### config.mk
export PLATFORM = sky130hd
export DESIGN_NAME = stopwatch_core
export DESIGN_NICKNAME = d
export VERILOG_FILES = /design/src/rtl/stopwatch_core.sv
export SDC_FILE = /design/constraint.sdc
export NUM_CORES = 1
export LEC_CHECK = 0
export CORE_UTILIZATION = 40
export DETAILED_ROUTE_END_ITERATION = 10
export PLACE_DENSITY_LB_ADDON = 0.05
export SKIP_CTS_REPAIR_TIMING = 1
export SLEW_MARGIN = 5
export SYNTH_ARGS = -nofsm -noshare
export SYNTH_HDL_FRONTEND = slang
export SYNTH_SLANG_ARGS = --single-unit
### constraint.sdc
create_clock -name clk -period 2.15 [get_ports clk]
set_input_delay 0.215 -clock clk [delete_from_list [all_inputs] [get_ports clk]]
set_output_delay 0.215 -clock clk [all_outputs]
set_load 0.01 [all_outputs]
### src/rtl/stopwatch_core.sv
// Stopwatch time base: synchronises the buttons, runs the IDLE/RUN/PAUSE/LAP FSM and keeps a BCD SS.hh count.
// Latency: button action lands SYNC_STAGES+1 clk edges after the raw rising edge; count and display update on the tick edge.
// Backpressure: none; every tick_10ms high cycle in RUN/LAP counts, and each button press yields one request.
module stopwatch_core #(
    parameter int SYNC_STAGES = 2,
    parameter int SATURATE    = 1
) (
    input  logic        clk,
    input  logic        reset,
    input  logic        tick_10ms,
    input  logic        btn_start_stop,
    input  logic        btn_lap,
    input  logic        btn_clear,
    output logic [15:0] disp_bcd,
    output logic        running,
    output logic        lap_active,
    output logic        overflow
);

    // Four BCD digits, most significant first, matching the display bus order.
    typedef struct packed {
        logic [3:0] sec_tens;
        logic [3:0] sec_ones;
        logic [3:0] hund_tens;
        logic [3:0] hund_ones;
    } bcd_t;

    localparam logic [1:0] ST_IDLE  = 2'd0;
    localparam logic [1:0] ST_RUN   = 2'd1;
    localparam logic [1:0] ST_PAUSE = 2'd2;
    localparam logic [1:0] ST_LAP   = 2'd3;

    localparam bcd_t BCD_ZERO = '0;
    localparam bcd_t BCD_MAX  = '{sec_tens: 4'd9, sec_ones: 4'd9,
                                  hund_tens: 4'd9, hund_ones: 4'd9};

    // ------------------------------------------------------------------
    // Button synchronisers and rising-edge detectors
    // ------------------------------------------------------------------
    logic [SYNC_STAGES-1:0] ss_sync;
    logic [SYNC_STAGES-1:0] lap_sync;
    logic [SYNC_STAGES-1:0] clr_sync;
    logic                   ss_prev;
    logic                   lap_prev;
    logic                   clr_prev;
    logic                   ss_req;
    logic                   lap_req;
    logic                   clr_req;

    // Shift each raw button through its synchroniser and keep one more flop for edge detection.
    always_ff @(posedge clk or negedge reset) begin
        if (!reset) begin
            ss_sync  <= '0;
            lap_sync <= '0;
            clr_sync <= '0;
            ss_prev  <= 1'b0;
            lap_prev <= 1'b0;
            clr_prev <= 1'b0;
        end else begin
            ss_sync  <= {ss_sync[SYNC_STAGES-2:0],  btn_start_stop};
            lap_sync <= {lap_sync[SYNC_STAGES-2:0], btn_lap};
            clr_sync <= {clr_sync[SYNC_STAGES-2:0], btn_clear};
            ss_prev  <= ss_sync[SYNC_STAGES-1];
            lap_prev <= lap_sync[SYNC_STAGES-1];
            clr_prev <= clr_sync[SYNC_STAGES-1];
        end
    end

    // A request is the first cycle a synchronised button is seen high; holding gives one request.
    assign ss_req  = ss_sync[SYNC_STAGES-1]  & ~ss_prev;
    assign lap_req = lap_sync[SYNC_STAGES-1] & ~lap_prev;
    assign clr_req = clr_sync[SYNC_STAGES-1] & ~clr_prev;

    // ------------------------------------------------------------------
    // BCD increment with ripple carry; digits never leave 0-9
    // ------------------------------------------------------------------
    function automatic bcd_t bcd_inc(input bcd_t v);
        bcd_t r;
        r = v;
        if (v.hund_ones != 4'd9) begin
            r.hund_ones = v.hund_ones + 4'd1;
        end else begin
            r.hund_ones = 4'd0;
            if (v.hund_tens != 4'd9) begin
                r.hund_tens = v.hund_tens + 4'd1;
            end else begin
                r.hund_tens = 4'd0;
                if (v.sec_ones != 4'd9) begin
                    r.sec_ones = v.sec_ones + 4'd1;
                end else begin
                    r.sec_ones = 4'd0;
                    if (v.sec_tens != 4'd9) begin
                        r.sec_tens = v.sec_tens + 4'd1;
                    end else begin
                        r.sec_tens = 4'd0;
                    end
                end
            end
        end
        return r;
    endfunction

    // ------------------------------------------------------------------
    // State, live count, display and flags
    // ------------------------------------------------------------------
    logic [1:0] state;
    logic [1:0] state_n;
    bcd_t       cnt;
    bcd_t       cnt_n;
    bcd_t       disp_q;
    bcd_t       disp_n;
    logic       ovf_n;
    logic       cnt_inc;

    // Next count and state: the tick is judged against the current state, then requests
    // are applied with clear > start_stop > lap.
    always_comb begin
        cnt_n   = cnt;
        ovf_n   = overflow;
        state_n = state;
        cnt_inc = tick_10ms && ((state == ST_RUN) || (state == ST_LAP));

        if (cnt_inc) begin
            if (cnt == BCD_MAX) begin
                ovf_n = 1'b1;
                if (SATURATE == 0) begin
                    cnt_n = BCD_ZERO;
                end
            end else begin
                cnt_n = bcd_inc(cnt);
            end
        end

        if (clr_req) begin
            state_n = ST_IDLE;
            cnt_n   = BCD_ZERO;
            ovf_n   = 1'b0;
        end else if (ss_req) begin
            case (state)
                ST_IDLE:  state_n = ST_RUN;
                ST_RUN:   state_n = ST_PAUSE;
                ST_PAUSE: state_n = ST_RUN;
                ST_LAP:   state_n = ST_PAUSE;
                default:  state_n = ST_IDLE;
            endcase
        end else if (lap_req) begin
            case (state)
                ST_RUN:  state_n = ST_LAP;
                ST_LAP:  state_n = ST_RUN;
                default: state_n = state;
            endcase
        end
    end

    // Display freezes only while staying in LAP; on LAP entry it captures the count
    // as updated on that same edge, otherwise it tracks the count with no lag.
    always_comb begin
        disp_n = cnt_n;
        if ((state == ST_LAP) && (state_n == ST_LAP)) begin
            disp_n = disp_q;
        end
    end

    // All outputs are registered from the next-state values.
    always_ff @(posedge clk or negedge reset) begin
        if (!reset) begin
            state      <= ST_IDLE;
            cnt        <= BCD_ZERO;
            disp_q     <= BCD_ZERO;
            overflow   <= 1'b0;
            running    <= 1'b0;
            lap_active <= 1'b0;
        end else begin
            state      <= state_n;
            cnt        <= cnt_n;
            disp_q     <= disp_n;
            overflow   <= ovf_n;
            running    <= (state_n == ST_RUN) || (state_n == ST_LAP);
            lap_active <= (state_n == ST_LAP);
        end
    end

    assign disp_bcd = disp_q;

endmodule
==> metrics.yaml, run 1 <==
layout:
  final_core_util: 0.528
  fin_nets: 222
  final_layout_size_suffix_gt1_frac: 0.158
  area_delta_synth_final_pct: 25.6
  insertedDiodeCount: 0
  layout.cells.non_filler: 276
  design_area_um2: 2510
sta:
  max_freq_mhz: 507
  slew_headroom: 0.732
  min_period_ns: 1.97
  fin_crit_sh: 0.918
  final-setup-viol-count: 0
  final-hold-violation-count: 0
  drv_slew: 0
  rsz0062_at_grt: "no"
  fin_setup_tns_ns: 0
  fin_worst_skew_ns: 0.00487
  worst_pin_slew_ns: 0.399
synth:
  yosysTopAreaCell: "dfrtp_1"
  synth_flop_cell: "dfrtp_1"
  synth_mux_area_frac: 0.0658
  syn_area_um2: 2000
  synth.top_cell.area_share: 0.564
  synth-simple-area-share: 0.177
  synth_cell_types: 37
  synth_top_family_by_area: "simple AND/OR/NAND/NOR gates"
  yosys_warnings: 0
  synthXorXnorAreaFrac: 0.0219
  syn-instance-count: 170
  yosysSeqAreaShare: 0.564
  synth_area_leaders: "dfrtp_1 56%, mux2_2 5.1%, ha_1 5.0%, o2bb2ai_1 3.9%, nor2_1 3.2%"
  ys_async_sr_fraction: 1.00
  synth_compound_area_frac: 0.0959
  synth_seq_cells: 45
  synth_fa_ha_area_frac: 0.0501
  synth-edff-count: 0
  syn_area_per_cell_um2: 11.7
  synth.net_count: 184
clock_tree:
  clock-root-buffer: "clkbuf_8"
  clk_latency_ns: 0.29
  clock-sinks: 45
  cts_made_buffers: 5
  htreeDepth: 2
  clk_pin_slew_ns: 0.08
  cts_buffer_depth: 2
  cts_tree: "done"
placed_design:
  portBuffers: 24
  place_inst: 267
  post_dp_cell_area_um2: 2370
  hpwl_mm: 2.85
  place_congestion: 0.802
floorplan:
  die-area_um2: 5280
  start_util: 0.420
  io-pin-count: 25
  rows: 25
  die-width_um: 72.7
  core_area_um2: 4750
  die_h_um: 72.7
drt:
  drt_first_pass_iters: 4
  viasPerCell: 5.12
  routed_wl_mm: 3.84
  drtIter0Drc: 76
  vias: 1413
  ant_nets: 0
  drc: 0
  wl_per_cell_um: 13.9
critical_path:
  critical_path_class: "reg -> reg"
  crit_fanout: 7
  slowest_stage: "dfrtp_1"
  crit_chain: "inv_1 > ha_1 > o21ai_1 > or2_4 > nor4_4 > mux2_2 > o2bb2ai_1"
  r2r_cells: 7
  cpPeakStageDelay_ns: 0.39
  arrival_ns: 2.19
  r2r-start: "state[1]"
  r2r_setup_slack_ns: 0.18
  worstPathRequired_ns: 2.36
  crit_path_start_kind: "flip-flop"
  reg2reg_to: "disp_bcd[13]"
  crit_path_end_kind: "flip-flop"
global_route:
  grt_max_degree: 19
  grt_usage: 0.164
  grt_pass1_vias: 1362
  busiest_layer: "met2"
  grt_util_met2: 0.249
  grt_util_met1: 0.221
  grt_use_met3: 0.0428
  grt_pass1_wl_mm: 6.43
  antenna_found_initial: 0
  grt-ovfl-total: 0
job:
  drv_cap: 0
outcome:
  outcome: "complete, no violations"
power:
  p_total_uw: 1780
  power.density_nw_per_um2: 708
  peakVddDrop_uv: 409
  p_leak_uw: 0.00111
min_path:
  hold_start: "btn_clear"
  holdPathEnd: "clr_sync[0]"
  min_path_cells: 1
  hp-class: "in -> reg"
registers in the layout, indices dropped and copies added, names as in the netlist:
register / cells
cnt: 16
disp_bcd: 16
clr_sync: 2
lap_sync: 2
ss_sync: 2
clr_prev: 1
lap_active: 1
lap_prev: 1
overflow: 1
running: 1
ss_prev: 1
state: 1
worst max path at each step:
stage,from,endpoint,depth (start not counted)
6_report,state[1],disp_bcd[13],7
5_1_grt,state[1],disp_bcd[13],7
4_1_cts,state[1],disp_bcd[13],7
3_5_place_dp,tick_10ms,disp_bcd[13],6
3_3_place_gp,tick_10ms,disp_bcd[13],6
2_1_floorplan,running,disp_bcd[11],7
metrics by stage:
stage                     setup WS (ns)  hold WS [ns]
after floorplan                  0.0984       -0.0806
after global placement            0.139         0.161
after detailed placement         0.0680         0.165
after CTS                        0.0747        -0.164
after global routing             0.0305         0.331
final                             0.176         0.351
cell type report:
class | instances | area, um^2
flip-flops and latches | 45 | 1130
repair buffers | 35 | 320
multi-input cells | 114 | 832
fillers | 427 | 2250
clock inverters | 2 | 37.5
inverters | 7 | 26.3
clock buffers | 6 | 82.6
well taps | 67 | 83.8
routing by layer:
layer | up-vias | part of all wire
met5 | - | 0
met4 | 0 | 0.015
met3 | 4 | 0.039
met2 | 39 | 0.46
met1 | 693 | 0.48
li1 | 677 | -
layout by cell type, fill, tap and decap left out, types with 7 or more instances in the layout:
| master | n |
|---|---|
| nor2_1 | 17 |
| nand3_1 | 7 |
| a21oi_1 | 8 |
| dfrtp_1 | 45 |
| o2bb2ai_1 | 9 |
| inv_1 | 7 |
| ha_1 | 8 |
| buf_4 | 10 |
| clkdlybuf4s50_1 | 23 |
| mux2_2 | 9 |
synth_stat cells (all sizes together), types with 2 or more instances:
cell type	count
inv	7
nor3	5
o21ai	6
nand2	6
mux2i	3
a21oi	9
o2bb2ai	9
mux2	9
and3b	3
nand2b	5
nor2	17
buf	3
xnor2	5
dfrtp	45
nand3b	2
nor4	6
nand3	7
nor2b	2
ha	8
where the power goes:
group          leakage (uW)  internal, uW  total [uW]  switching, uW
clock network     0.0000574           378         664            286
registers          0.000602           887         919           31.6
logic              0.000456          94.6         194           99.4
cell families (layout without fill, tap and decap cells):
logic type,count (synthesis),after routing
xor gates and xnor gates,5,5
buffers and inverters,11,50
muxes,12,12
and+or+nand+nor,61,61
adders and majority gates,8,8
AOI/OAI and AO/OA,28,28
DFF,45,45
critical path: cells and delay by family (launching register included):
kind	cells	cell delay, ns
AO/OA/AOI/OAI	2	0.26
AND/OR/NAND/NOR	2	0.57
adder cells (fa/ha/maj)	1	0.21
buffers and inverters	1	0.08
flip-flops	1	0.39
multiplexers	1	0.38
Note: power is estimated with default switching activity, not from simulation.
==> run 2: changes to the inputs <==
--- a/config.mk
+++ b/config.mk
@@ -7,9 +7,10 @@
 export LEC_CHECK = 0
 export CORE_UTILIZATION = 40
 export DETAILED_ROUTE_END_ITERATION = 10
+export MAX_ROUTING_LAYER = met4
 export PLACE_DENSITY_LB_ADDON = 0.05
+export REMOVE_ABC_BUFFERS = 1
 export SKIP_CTS_REPAIR_TIMING = 1
-export SLEW_MARGIN = 5
 export SYNTH_ARGS = -nofsm -noshare
 export SYNTH_HDL_FRONTEND = slang
 export SYNTH_SLANG_ARGS = --single-unit
==> run 2 against run 1 <==
Non-clock buffer count down 1. Clock power shrank 3.3%. Global-route usage increased by 1.5 points. The run now ends with hold timing left.
==> metrics.yaml, run 2 (synthesized netlist as in run 1, its figures left out) <==
critical_path:
  crit_chain: "inv_1 > ha_1 > nor2_1 > o21bai_1 > nand4_1 > nor2_1 > buf_4 > mux2_2"  # was inv_1 > ha_1 > o21ai_1 > or2_4 > nor4_4 > mux2_2 > o2bb2ai_1
  critical_path_class: "reg -> reg"  # unchanged
  arrival_ns: 2.15  # was 2.19 ns
  worstPathRequired_ns: 2.33  # was 2.36 ns
  crit_fanout: 9  # was 7
  cpPeakStageDelay_ns: 0.39  # about the same
  crit_top_cell: "nor2_1"
  crit_path_start_kind: "flip-flop"  # unchanged
  crit_path_end_kind: "flip-flop"  # unchanged
  slowest_stage: "dfrtp_1"  # unchanged
layout:
  final_cell_mix: "45 x dfrtp_1, 23 x clkdlybuf4s50_1, 17 x nor2_1"  # unchanged
  area_delta_synth_final_pct: 24.8  # was 25.6%
  layout.cells.non_filler: 275  # was 276
  fin_nets: 221  # was 222
  final_common_cell: "dfrtp_1"  # unchanged
  multiInputGateArea_um2: 830  # was 832 um^2
  final_layout_size_suffix_gt1_frac: 0.159  # was 0.158
  n_fill_cell: 443  # was 427
  seqCellArea_um2: 1130  # unchanged
  insertedDiodeCount: 0  # unchanged
power:
  swShare: 0.227  # was 0.235
  peakVddDrop_uv: 342  # was 409 uV
  power.density_nw_per_um2: 705  # was 708 nW/um^2
  pwr-share-seq: 0.523  # was 0.517
  power.switching_uw: 399  # was 417 uW
  p_leak_uw: 0.00111  # about the same
  comb_power_share: 0.111  # was 0.109
  pwr-share-clk: 0.366  # was 0.374
  internal_power_uw: 1360  # about the same
  p_total_uw: 1760  # was 1780 uW
floorplan:
  die-area_um2: 5280  # unchanged
  core_area_um2: 4750  # unchanged
  die_h_um: 72.7  # unchanged
  io-pin-count: 25  # unchanged
  rows: 25  # unchanged
  start_util: 0.420  # unchanged
  die-width_um: 72.7  # unchanged
clock_tree:
  htreeDepth: 2  # unchanged
  clk_pin_slew_ns: 0.08  # about the same
  cts_tree: "done"  # unchanged
  clock-root-buffer: "clkbuf_8"  # unchanged
  clk_latency_ns: 0.29  # about the same
  clock-sinks: 45  # unchanged
  cts_buffer_depth: 2  # unchanged
  cts_made_buffers: 5  # unchanged
drt:
  routed_wl_mm: 4.04  # was 3.84 mm
  drtIter0Drc: 55  # was 76
  drt_first_pass_iters: 4  # unchanged
  viasPerCell: 5.12  # about the same
  drc: 0  # unchanged
  vias: 1408  # was 1413
  wl_per_cell_um: 14.7  # was 13.9 um
  ant_nets: 0  # unchanged
outcome:
  outcome: "finished with violations"  # was complete, no violations
  violations: "hold timing"
job:
  drv_cap: 0  # unchanged
sta:
  max_freq_mhz: 506  # was 507 MHz
  final-setup-viol-count: 0  # unchanged
  slew_headroom: 0.632  # was 0.732
  worst_pin_slew_ns: 0.551  # was 0.399 ns
  fin_worst_skew_ns: 0.00608  # was 0.00487 ns
  setup_slack_ns: 0.175  # was 0.176 ns
  drv_slew: 0  # unchanged
  fin_crit_sh: 0.919  # was 0.918
  rsz0062_at_grt: "no"  # unchanged
  hold_ws_ns: -0.00529  # was 0.351 ns
  final-hold-violation-count: 29  # was 0
  min_period_ns: 1.98  # was 1.97 ns
placed_design:
  post-place-ws_ns: 0.108  # was 0.0680 ns
  place_congestion: 0.814  # was 0.802
  place_inst: 267  # unchanged
  portBuffers: 24  # unchanged
  hpwl_mm: 2.97  # was 2.85 mm
global_route:
  antenna_found_initial: 0  # unchanged
  grt-ovfl-total: 0  # unchanged
  grt_usage: 0.178  # was 0.164
  grt_max_degree: 46  # was 19
  grt_pass1_wl_mm: 6.86  # was 6.43 mm
  grt_pass1_vias: 1471  # was 1362
min_path:
  hp-class: "in -> async"  # was in -> reg
run 2: cell count changes in the layout (fill, tap and decap cells not counted), sizes merged:
cell and change:
clkbuf +1, clkinvlp -1, dlygate4sd3 -1
run 2: metal layers:
metal,share of wire,vias up,global-route usage
met3,0.025,9,0.0318
met5,0,-,-
met4,0.018,0,0.0719
met1,0.47,703,0.223
li1,-,676,-
met2,0.48,20,0.288
run 2: area by class of cell:
| class | count | area share |
|---|---|---|
| clock inverter | 1 | 0.0120 |
| tap | 67 | 0.0336 |
| sequential | 45 | 0.452 |
| multi-input combinational | 114 | 0.333 |
| timing repair buffer | 34 | 0.124 |
| clock buffer | 7 | 0.0346 |
| inverter | 7 | 0.0105 |
run 2: stage by stage:
stage | area, um^2 | hold slack [ns] | TNS, ns | utilization
5_1_grt | 2490 | 0.0493 | 0 | 0.524
4_1_cts | 2480 | 0.0107 | 0 | 0.522
2_1_floorplan | 1970 | -0.0806 | -0.0810 | -
6_report | 2490 | -0.00529 | 0 | 0.524
3_3_place_gp | 2370 | 0.321 | 0 | 0.498
3_5_place_dp | 2370 | 0.332 | 0 | 0.498
run 2: worst paths after layout:
check / slack [ns] / startpoint / cells after the start / endpoint
min in group clk: 0.35 / clr_sync[0] / 0 / clr_sync[1]
worst max-delay path: 0.17 / state[1] / 8 / disp_bcd[11]
worst min-delay path: -0.005 / reset / 2 / clr_sync[0]
max in group asynchronous: 1.79 / reset / 2 / cnt[0]
worst min register to register: 0.35 / clr_sync[0] / 0 / clr_sync[1]
worst max register to register: 0.17 / state[1] / 8 / disp_bcd[11]
run 2: power by group through the flow:
stage	clock, uW	sequential (uW)	combinational, uW
after floorplan	0	938	91.1
after global placement	0	932	189
after detailed placement	0	935	198
after CTS	663	919	198
after global routing	695	927	216
final	642	919	195
run 2: critical path, delay by kind of cell, from the launching register on:
family	cells	cell delay, ns
fa+ha+maj	1	0.20
compound gates	1	0.23
simple gates	3	0.40
buf+inv	2	0.29
mux	1	0.34
flops	1	0.39
==> run 3: changes to the inputs <==
--- a/config.mk
+++ b/config.mk
@@ -5,12 +5,14 @@
 export SDC_FILE = /design/constraint.sdc
 export NUM_CORES = 1
 export LEC_CHECK = 0
+export CORE_ASPECT_RATIO = 1.5
 export CORE_UTILIZATION = 40
 export DETAILED_ROUTE_END_ITERATION = 10
 export MAX_ROUTING_LAYER = met4
 export PLACE_DENSITY_LB_ADDON = 0.05
 export REMOVE_ABC_BUFFERS = 1
 export SKIP_CTS_REPAIR_TIMING = 1
+export SLEW_MARGIN = 10
 export SYNTH_ARGS = -nofsm -noshare
 export SYNTH_HDL_FRONTEND = slang
 export SYNTH_SLANG_ARGS = --single-unit
==> run 3 against run 2 <==
The run now ends clean. Worst hold slack better by 0.36 ns. Setup slack better by 0.013 ns. Final area is 0.70% lower. Flip-flop and latch count stayed put. Combinational power is 2% higher. Global-route usage hardly changed. Core utilization is 0.96 points lower. Die area is 0.11% higher. Count of clock-buffer cells in the layout stayed put. Sequential power hardly changed. Wire length is 0.27% lower. Clock skew is 0.0084 ns higher.
==> metrics.yaml, run 3 (synthesized netlist as in run 1, its figures left out) <==
outcome:
  outcome: "complete, no violations"  # was finished with violations
floorplan:
  start_util: 0.415  # was 0.420
  die_h_um: 88.5  # was 72.7 um
  rows: 31  # was 25
  die-width_um: 59.7  # was 72.7 um
  io-pin-count: 25  # unchanged
  core_area_um2: 4810  # was 4750 um^2
  die-area_um2: 5280  # about the same
global_route:
  grt_max_degree: 46  # unchanged
  grt_pass1_wl_mm: 6.71  # was 6.86 mm
  grt_usage: 0.179  # was 0.178
  grt_pass1_vias: 1402  # was 1471
  grt-ovfl-total: 0  # unchanged
  antenna_found_initial: 0  # unchanged
drt:
  wl_met1_mm: 1.73  # was 1.91 mm
  wl_met3_um: 99  # was 102 um
  wl_met2_mm: 2.14  # was 1.95 mm
  wl_per_cell_um: 14.8  # was 14.7 um
  drc: 0  # unchanged
  topRoutingLayerUsed: "met4"  # unchanged
  routed_wl_mm: 4.03  # was 4.04 mm
  vias: 1403  # was 1408
  viasPerCell: 5.14  # was 5.12
  ant_nets: 0  # unchanged
  drt_first_pass_iters: 4  # unchanged
  drtIter0Drc: 29  # was 55
critical_path:
  crit_chain: "inv_1 > ha_1 > nand3b_1 > or3_1 > a41oi_1 > mux2_2"  # was inv_1 > ha_1 > nor2_1 > o21bai_1 > nand4_1 > nor2_1 > buf_4 > mux2_2
  r2r_setup_slack_ns: 0.19  # was 0.17 ns
  cpPeakStageDelay_ns: 0.46  # was 0.39 ns
  crit_cells: 6  # was 8
  crit_path_start_kind: "flip-flop"  # unchanged
  reg2reg_to: "disp_bcd[11]"  # unchanged
  critical_path_class: "reg -> reg"  # unchanged
  crit_buf_inv: 1  # was 2
  r2r_cells: 6  # was 8
  endpoint: "disp_bcd[11]"  # unchanged
  crit_path_end_kind: "flip-flop"  # unchanged
  crit_start: "cnt[5]"  # was state[1]
  critPathTopFamily: "simple AND/OR/NAND/NOR gates"  # unchanged
  slowest_stage: "or3_1"  # was dfrtp_1
  r2r-start: "cnt[5]"  # was state[1]
  worstPathRequired_ns: 2.38  # was 2.33 ns
  crit_fanout: 9  # unchanged
  arrival_ns: 2.19  # was 2.15 ns
layout:
  n_fill_cell: 487  # was 443
  area_delta_synth_final_pct: 23.9  # was 24.8%
  final_layout_size_suffix_gt1_frac: 0.145  # was 0.159
  seqCellArea_um2: 1130  # unchanged
  final_cell_mix: "45 x dfrtp_1, 23 x clkdlybuf4s50_1, 17 x nor2_1"  # unchanged
  layout.cells.non_filler: 273  # was 275
  final_common_cell: "dfrtp_1"  # unchanged
  insertedDiodeCount: 0  # unchanged
  multiInputGateArea_um2: 838  # was 830 um^2
  fin_nets: 220  # was 221
  final_core_util: 0.515  # was 0.524
placed_design:
  hpwl_mm: 2.86  # was 2.97 mm
  portBuffers: 24  # unchanged
  place_congestion: 0.797  # was 0.814
  place_inst: 264  # was 267
clock_tree:
  clock-root-buffer: "clkbuf_8"  # unchanged
  clock-sinks: 45  # unchanged
  cts_made_buffers: 5  # unchanged
  cts_buffer_depth: 2  # unchanged
  clk_latency_ns: 0.30  # was 0.29 ns
  htreeDepth: 2  # unchanged
  cts_tree: "done"  # unchanged
  clk_pin_slew_ns: 0.08  # about the same
sta:
  worst_pin_slew_ns: 0.458  # was 0.551 ns
  fin_setup_tns_ns: 0  # unchanged
  max_freq_mhz: 510  # was 506 MHz
  fin_worst_skew_ns: 0.0145  # was 0.00608 ns
  min_period_ns: 1.96  # was 1.98 ns
  slew_headroom: 0.694  # was 0.632
  final-setup-viol-count: 0  # unchanged
  drv_slew: 0  # unchanged
  fin_crit_sh: 0.913  # was 0.919
  final-hold-violation-count: 0  # was 29
  rsz0062_at_grt: "no"  # unchanged
power:
  p_total_uw: 1620  # was 1760 uW
  p_leak_uw: 0.00109  # was 0.00111 uW
  peakVddDrop_uv: 412  # was 342 uV
  power.density_nw_per_um2: 655  # was 705 nW/um^2
min_path:
  hp-class: "reg -> reg"  # was in -> async
job:
  drv_cap: 0  # unchanged
-- run 3: cell types whose count changed in the layout (fill, tap and decap cells not counted) --
cell,previous run,this run
buf_4,10,7
buf_12,0,1
bufinv_16,1,0
clkbuf_1,1,2
clkbuf_8,6,5
clkinvlp_4,0,1
dlygate4sd3_1,0,1
nor4_2,2,1
nor4_4,0,1
-- run 3: area by class of cell --
type                            instances  share of cell area
Inverter                                7              0.0106
Clock inverter                          1             0.00303
Timing Repair Buffer                   33               0.128
Multi-Input combinational cell        114               0.339
Clock buffer                            7              0.0308
Tap cell                               66              0.0334
Sequential cell                        45               0.455
-- run 3: metal layers --
| metal | track usage | vias up |
|---|---|---|
| met3 | 0.0395 | 6 |
| met1 | 0.222 | 706 |
| met5 | - | - |
| met4 | 0.0719 | 0 |
| met2 | 0.280 | 20 |
| li1 | - | 671 |
-- run 3: how the worst min path moves through the flow --
stage / from / end / slack (ns) / cells after the start
finish: clr_sync[0] / clr_sync[1] / 0.35 / 0
detailed placement: reset / disp_bcd[12] / 0.21 / 2
global placement: reset / disp_bcd[13] / 0.21 / 2
global route: btn_clear / clr_sync[0] / 0.34 / 1
floorplan: reset / clr_prev / -0.08 / 0
CTS: reset / disp_bcd[12] / -0.12 / 2
-- run 3: stage by stage --
stage	area (um^2)	hold slack [ns]	worst slack [ns]
after floorplan	1970	-0.0806	-0.0101
after global placement	2360	0.209	0.127
after detailed placement	2360	0.213	0.110
after CTS	2450	-0.116	0.116
after global routing	2470	0.343	0.0133
final	2470	0.353	0.188
-- run 3: power by group --
part,switching (uW),total [uW],internal (uW)
clock,275,505,230
sequential,31.3,919,887
combinational,102,199,96.4
